===== config.mk =====
export PLATFORM = sky130hd
export DESIGN_NAME = column_config_loader
export DESIGN_NICKNAME = d
export VERILOG_FILES = /design/src/rtl/column_cfg_pkg.sv /design/src/rtl/column_config_loader_assembler.sv /design/src/rtl/column_config_loader.sv
export SDC_FILE = /design/constraint.sdc
export NUM_CORES = 2
export LEC_CHECK = 0
export ABC_CLOCK_PERIOD_IN_PS = 2000
export BUFFER_PORTS_ARGS = -buffer_cell sky130_fd_sc_hd__buf_4
export CAP_MARGIN = 40
export CORE_MARGIN = 2
export CORE_UTILIZATION = 48
export CTS_CLUSTER_SIZE = 28
export DETAILED_ROUTE_END_ITERATION = 16
export PLACE_DENSITY = 0.84
export SLEW_MARGIN = 10
export SYNTH_ARGS = -nofsm -noshare
export SYNTH_HDL_FRONTEND = slang
export SYNTH_HIERARCHICAL = 1
export SYNTH_SLANG_ARGS = --single-unit

===== constraint.sdc =====
create_clock -name clock -period 2 [get_ports clock]
set_input_delay 0.2 -clock clock [delete_from_list [all_inputs] [get_ports clock]]
set_output_delay 0.2 -clock clock [all_outputs]
set_load 0.02 [all_outputs]

===== src/rtl/column_cfg_pkg.sv =====
// Shared constants, loader states and sizing helper for the
// column configuration loader.
package column_cfg_pkg;

  localparam int TILE_CONFIG_WIDTH   = 146;
  localparam int TILES_PER_COLUMN    = 3;
  localparam int COLUMN_CONFIG_WIDTH =
    TILE_CONFIG_WIDTH * TILES_PER_COLUMN;

  typedef enum logic [2:0] {
    ST_IDLE,
    ST_LOAD,
    ST_COMMIT,
    ST_RELEASE,
    ST_DONE
  } loader_state_t;

  function automatic int num_words(
    input int width,
    input int word
  );
    return (width + word - 1) / word;
  endfunction

endpackage


===== src/rtl/column_config_loader_assembler.sv =====
// Shadow register fed one stream word at a time; the final word
// is truncated to the bits that remain in the column config.
module cfg_word_assembler
  import column_cfg_pkg::*;
#(
  parameter int CONFIG_WIDTH = COLUMN_CONFIG_WIDTH,
  parameter int WORD_WIDTH   = 8,
  parameter int NUM_WORDS    = 55,
  parameter int CW           = 6
) (
  input  logic                    clock,
  input  logic                    reset,
  input  logic                    clear_i,
  input  logic                    wr_i,
  input  logic [WORD_WIDTH-1:0]   data_i,
  output logic [CONFIG_WIDTH-1:0] shadow_o,
  output logic [CW-1:0]           count_o,
  output logic                    last_o
);

  localparam logic [CONFIG_WIDTH-1:0] LANE =
    CONFIG_WIDTH'({WORD_WIDTH{1'b1}});

  logic [CONFIG_WIDTH-1:0] shadow_q, shadow_d;
  logic [CW-1:0]           count_q, count_d;
  logic [31:0]             shamt;

  assign shamt = 32'(count_q) * 32'(WORD_WIDTH);

  // Shifting past the top drops the unused bits of the last word.
  always_comb begin
    shadow_d = shadow_q;
    count_d  = count_q;
    if (clear_i) begin
      shadow_d = '0;
      count_d  = '0;
    end else if (wr_i) begin
      shadow_d = (shadow_q & ~(LANE << shamt))
               | (CONFIG_WIDTH'(data_i) << shamt);
      count_d  = count_q + 1'b1;
    end
  end

  always_ff @(posedge clock) begin
    if (reset) begin
      shadow_q <= '0;
      count_q  <= '0;
    end else begin
      shadow_q <= shadow_d;
      count_q  <= count_d;
    end
  end

  assign shadow_o = shadow_q;
  assign count_o  = count_q;
  assign last_o   = wr_i && !clear_i
                 && (count_q == CW'(NUM_WORDS - 1));

endmodule


===== src/rtl/column_config_loader.sv =====
// Streams a column config into a shadow, commits it in one edge
// and sequences the column's active-low fabric reset.
module column_config_loader
  import column_cfg_pkg::*;
#(
  parameter int CONFIG_WIDTH = COLUMN_CONFIG_WIDTH,
  parameter int WORD_WIDTH   = 8,
  parameter int RESET_HOLD   = 4,
  localparam int NUM_WORDS   =
    num_words(CONFIG_WIDTH, WORD_WIDTH),
  localparam int CW          = $clog2(NUM_WORDS + 1)
) (
  input  logic                    clock,
  input  logic                    reset,
  input  logic                    start,
  input  logic [WORD_WIDTH-1:0]   cfg_data,
  input  logic                    cfg_valid,
  output logic                    cfg_ready,
  output logic [CONFIG_WIDTH-1:0] config_out,
  output logic                    fabric_nreset,
  output logic                    busy,
  output logic                    done,
  output logic [CW-1:0]           word_count
);

  localparam int HW = $clog2(RESET_HOLD + 1);

  loader_state_t           state_q, state_d;
  logic [HW-1:0]           hold_q, hold_d;
  logic [CONFIG_WIDTH-1:0] config_q, config_d;
  logic                    nreset_q, nreset_d;
  logic                    clear;
  logic                    last;
  logic [CONFIG_WIDTH-1:0] shadow;

  cfg_word_assembler #(
    .CONFIG_WIDTH (CONFIG_WIDTH),
    .WORD_WIDTH   (WORD_WIDTH),
    .NUM_WORDS    (NUM_WORDS),
    .CW           (CW)
  ) u_asm (
    .clock    (clock),
    .reset    (reset),
    .clear_i  (clear),
    .wr_i     (cfg_valid && cfg_ready),
    .data_i   (cfg_data),
    .shadow_o (shadow),
    .count_o  (word_count),
    .last_o   (last)
  );

  always_comb begin
    state_d  = state_q;
    hold_d   = hold_q;
    config_d = config_q;
    nreset_d = nreset_q;
    clear    = 1'b0;
    // A start from any state wins over everything else.
    if (start) begin
      state_d  = ST_LOAD;
      clear    = 1'b1;
      nreset_d = 1'b0;
    end else begin
      unique case (state_q)
        ST_LOAD: begin
          if (last) state_d = ST_COMMIT;
        end
        ST_COMMIT: begin
          config_d = shadow;
          hold_d   = HW'(RESET_HOLD - 1);
          state_d  = ST_RELEASE;
        end
        ST_RELEASE: begin
          if (hold_q == '0) begin
            state_d  = ST_DONE;
            nreset_d = 1'b1;
          end else begin
            hold_d = hold_q - 1'b1;
          end
        end
        ST_IDLE, ST_DONE: ;
        default: state_d = ST_IDLE;
      endcase
    end
  end

  always_ff @(posedge clock) begin
    if (reset) begin
      state_q  <= ST_IDLE;
      hold_q   <= '0;
      config_q <= '0;
      nreset_q <= 1'b0;
    end else begin
      state_q  <= state_d;
      hold_q   <= hold_d;
      config_q <= config_d;
      nreset_q <= nreset_d;
    end
  end

  assign cfg_ready     = (state_q == ST_LOAD);
  assign busy          = (state_q == ST_LOAD)
                      || (state_q == ST_COMMIT)
                      || (state_q == ST_RELEASE);
  assign done          = (state_q == ST_DONE);
  assign config_out    = config_q;
  assign fabric_nreset = nreset_q;

endmodule

==> impl_metrics.json <==
{
  "gp_congestion": 0.956,
  "yosys_register_bits": 889,
  "drc_errors": 0,
  "p_switching_uw": 7560,
  "period_minus_slack_ps": 2010,
  "setup_viol_count_final": 2,
  "arrival_ps": 2580,
  "cap_violations": 0,
  "grt_max_degree": 174,
  "combinationalPowerShare_pct": 2.3,
  "post-route-worst-setup-slack_ps": -9.02,
  "core-area_sq_mm": 0.0632,
  "relative_max_transition_margin_pct": 29.3,
  "synth-edff-count": 0,
  "postRouteAntennaNets": 0,
  "grt_pass1_wl_um": 148000,
  "worst_slew_pin_slew_ps": 1060,
  "slew_violations": 0,
  "finalInstanceArea_sq_mm": 0.0386,
  "postSynthCellCount": 3253,
  "required_ps": 2570,
  "post_synth.cell_area_avg_sq_um": 9.45,
  "antenna_cells": 0,
  "clock_path_buffers": 3,
  "static-leakage-power_uw": 0.0145,
  "die_x_um": 257,
  "final-hold-violation-count": 0,
  "reg2reg_slack_ps": -9,
  "power.density_mw_per_mm2": 916,
  "detailedRoute.firstPassIterationCount": 6,
  "critPathCaptureType": "flop",
  "placement_rows": 92,
  "worst_skew_pair.late_latency_ps": 630,
  "cts_tree": "done",
  "cts_buffers": 87,
  "nets": 3726,
  "die-area_sq_mm": 0.0661,
  "cts_num_sinks": 889,
  "worst_hold_path_class": "input pin to flop",
  "pre_cts_setup_slack_ps": -69.6,
  "via_count": 26195,
  "clock_power_share_pct": 47.6,
  "placement.io_buffers": 459,
  "synthesis.area_sq_mm": 0.0308,
  "max_clock_freq_ghz": 0.498,
  "final_min_period_over_clock_period_pct": 100,
  "final_layout_size_suffix_gt1_share_pct": 22.7,
  "detailed_place_hpwl_um": 68900,
  "syn_nets": 3273,
  "drt_wl_total_um": 99800,
  "top_level_ports": 460,
  "postPlaceCellArea_sq_mm": 0.0354,
  "synth_seq_area_share_pct": 57.9,
  "ys_warn_count": 6,
  "place_inst": 4457,
  "finalNonFillerCells": 4620,
  "first_global_vias": 24559,
  "grt.overflow.total": 0,
  "worst_setup_path_start_kind": "flop",
  "result_of_the_run": "finished with violations",
  "area_growth_syn_to_layout_pct": 25.6,
  "ctsHtreeMaxLevel": 3,
  "finClkSkew_ps": 19.7,
  "globalRouteTotalUtil_pct": 28.8,
  "routed_via_density": 5.67,
  "routedWlPerCell_um": 21.6,
  "clk_root_buffer_cell": "sky130_fd_sc_hd__clkbuf_16",
  "fp.dieH_um": 257,
  "cts.reportedPaths.clkPinSlew_ps": 60,
  "switching_share_pct": 21.4,
  "grt_setup_unrepaired": "yes",
  "critical_path.max_fanout": 19,
  "yosys.cell_types.count": 54,
  "critical_path_class": "flop to flop",
  "synthFlopType": "sky130_fd_sc_hd__dfxtp_1",
  "failed_checks": "setup timing",
  "initial_utilization_pct": 48.7,
  "first_iter_violations": 2538,
  "p_int_uw": 27800,
  "final.hold.worst_slack_ps": 169,
  "grt_antenna_before_repair": 0,
  "share_seq_of_total_power_pct": 50.1,
  "synth_async_sr_flop_share_pct": 0,
  "peakVddDrop_mv": 0.666
}
sequential cells by signal, indices dropped and copies added (netlist names):
| name | flops |
|---|---|
| config_out | 438 |
| u_asm/shadow_o | 438 |
| u_asm/count_o | 6 |
| hold_q | 3 |
| state_q | 3 |
| fabric_nreset | 1 |
worst max-delay path, cell delays in order (launching register included):
cell and delay, ps:
sky130_fd_sc_hd__dfxtp_2 420, sky130_fd_sc_hd__buf_4 250, sky130_fd_sc_hd__nand2b_1 170, sky130_fd_sc_hd__nor2_1 810, sky130_fd_sc_hd__a22o_1 300
cells by family (layout without fill, tap and decap cells):
| logic type | count (synthesis) | in the layout | synth area share (%) |
|---|---|---|---|
| and+or+nand+nor | 1156 | 1156 | 15.4 |
| DFF | 889 | 889 | 57.9 |
| AOI/OAI and AO/OA | 928 | 928 | 21.0 |
| muxes | 3 | 3 | 0.102 |
| adders and majority gates | 8 | 8 | 0.326 |
| xor gates and xnor gates | 3 | 3 | 0.0855 |
| buffers and inverters | 266 | 787 | 5.18 |
cell type report:
| class | instances | area, sq um |
|---|---|---|
| Clock buffer | 116 | 2400 |
| Clock inverter | 41 | 532 |
| Fill cell | 5146 | 24600 |
| Inverter | 7 | 26.3 |
| Multi-Input combinational cell | 2098 | 11600 |
| Sequential cell | 889 | 17800 |
| Tap cell | 846 | 1060 |
| Timing Repair Buffer | 623 | 5200 |
through the flow:
step | utilization [%] | total power [uW] | TNS [ps]
finish | 61.1 | 35400 | -9.20
global placement | 55.9 | 18900 | -210
global route | 61.1 | 36300 | -311
detailed placement | 56.0 | 18900 | -706
floorplan | - | 18500 | -5550
CTS | 60.8 | 35500 | -214
timing repair:
action,4_1_cts,5_1_grt
endpoints found under the setup margin,102,290
buffers inserted,0,2
gates resized for setup,9,34
gates cloned,0,1
pin swaps,1,3
endpoints found under the hold margin,17,0
hold buffers,3,0
power by group through the flow:
stage          logic (uW)  registers [uW]  clock network (uW)
2_1_floorplan         438           18100                   0
3_3_place_gp          744           18100                   0
3_5_place_dp          754           18100                   0
4_1_cts               763           17700               17000
5_1_grt               837           17700               17700
6_report              805           17700               16800
final timing paths:
path	depth (start not counted)	endpoint	startpoint
setup reg to reg	4	u_asm/shadow_o[80]	u_asm/count_o[2]
hold / removal	3	u_asm/shadow_o[410]	cfg_data[2]
setup / recovery	4	u_asm/shadow_o[80]	u_asm/count_o[2]
hold reg to reg	2	config_out[184]	u_asm/shadow_o[184]
metal layers:
layer,share of wire (%),vias up,global-route usage [%]
met5,0,-,0
met4,4.4,0,13.4
met3,7.9,217,5.47
met2,48,1182,48.1
met1,40,12621,35.9
li1,-,12175,-
synth_stat cells, types with 3 or more instances:
cell                           n  area (sq um)
sky130_fd_sc_hd__inv_1         7          26.3
sky130_fd_sc_hd__buf_4        13          97.6
sky130_fd_sc_hd__clkbuf_1    104           390
sky130_fd_sc_hd__a32o_1        5          50.1
sky130_fd_sc_hd__nand2_1    1002          3760
sky130_fd_sc_hd__ha_1          8           100
sky130_fd_sc_hd__o2bb2ai_1    57           499
sky130_fd_sc_hd__nand2b_1      7          43.8
sky130_fd_sc_hd__nor2b_1      10          62.6
sky130_fd_sc_hd__buf_6        59           664
sky130_fd_sc_hd__dfxtp_1     889         17800
sky130_fd_sc_hd__a311oi_1      3          26.3
sky130_fd_sc_hd__and4b_1       6          60.1
sky130_fd_sc_hd__nand3_1      14          70.1
sky130_fd_sc_hd__o32ai_1      96           841
sky130_fd_sc_hd__buf_2        81           405
sky130_fd_sc_hd__and4bb_2      3          37.5
sky130_fd_sc_hd__nand4bb_1     3          33.8
sky130_fd_sc_hd__a211oi_1      3          22.5
sky130_fd_sc_hd__and2_1       17           106
sky130_fd_sc_hd__a22o_1      280          2450
sky130_fd_sc_hd__a21oi_2      38           333
sky130_fd_sc_hd__nor2_1       49           184
sky130_fd_sc_hd__nor2_2        4          25.0
sky130_fd_sc_hd__nor3_1        4          20.0
sky130_fd_sc_hd__a21oi_1     446          2230
sky130_fd_sc_hd__nor3b_1       7          52.6
layout by cell type (no fill, tap or decap), types with 31 or more instances in the layout:
cell,count
sky130_fd_sc_hd__dfxtp_1,886
sky130_fd_sc_hd__a21oi_1,441
sky130_fd_sc_hd__nand2_1,996
sky130_fd_sc_hd__o32ai_1,96
sky130_fd_sc_hd__clkbuf_16,89
sky130_fd_sc_hd__a22o_1,280
sky130_fd_sc_hd__o2bb2ai_1,57
sky130_fd_sc_hd__buf_4,577
sky130_fd_sc_hd__buf_12,35
sky130_fd_sc_hd__nor2_1,45
sky130_fd_sc_hd__a21oi_2,31
No activity file was read; power rests on OpenSTA's default activity.
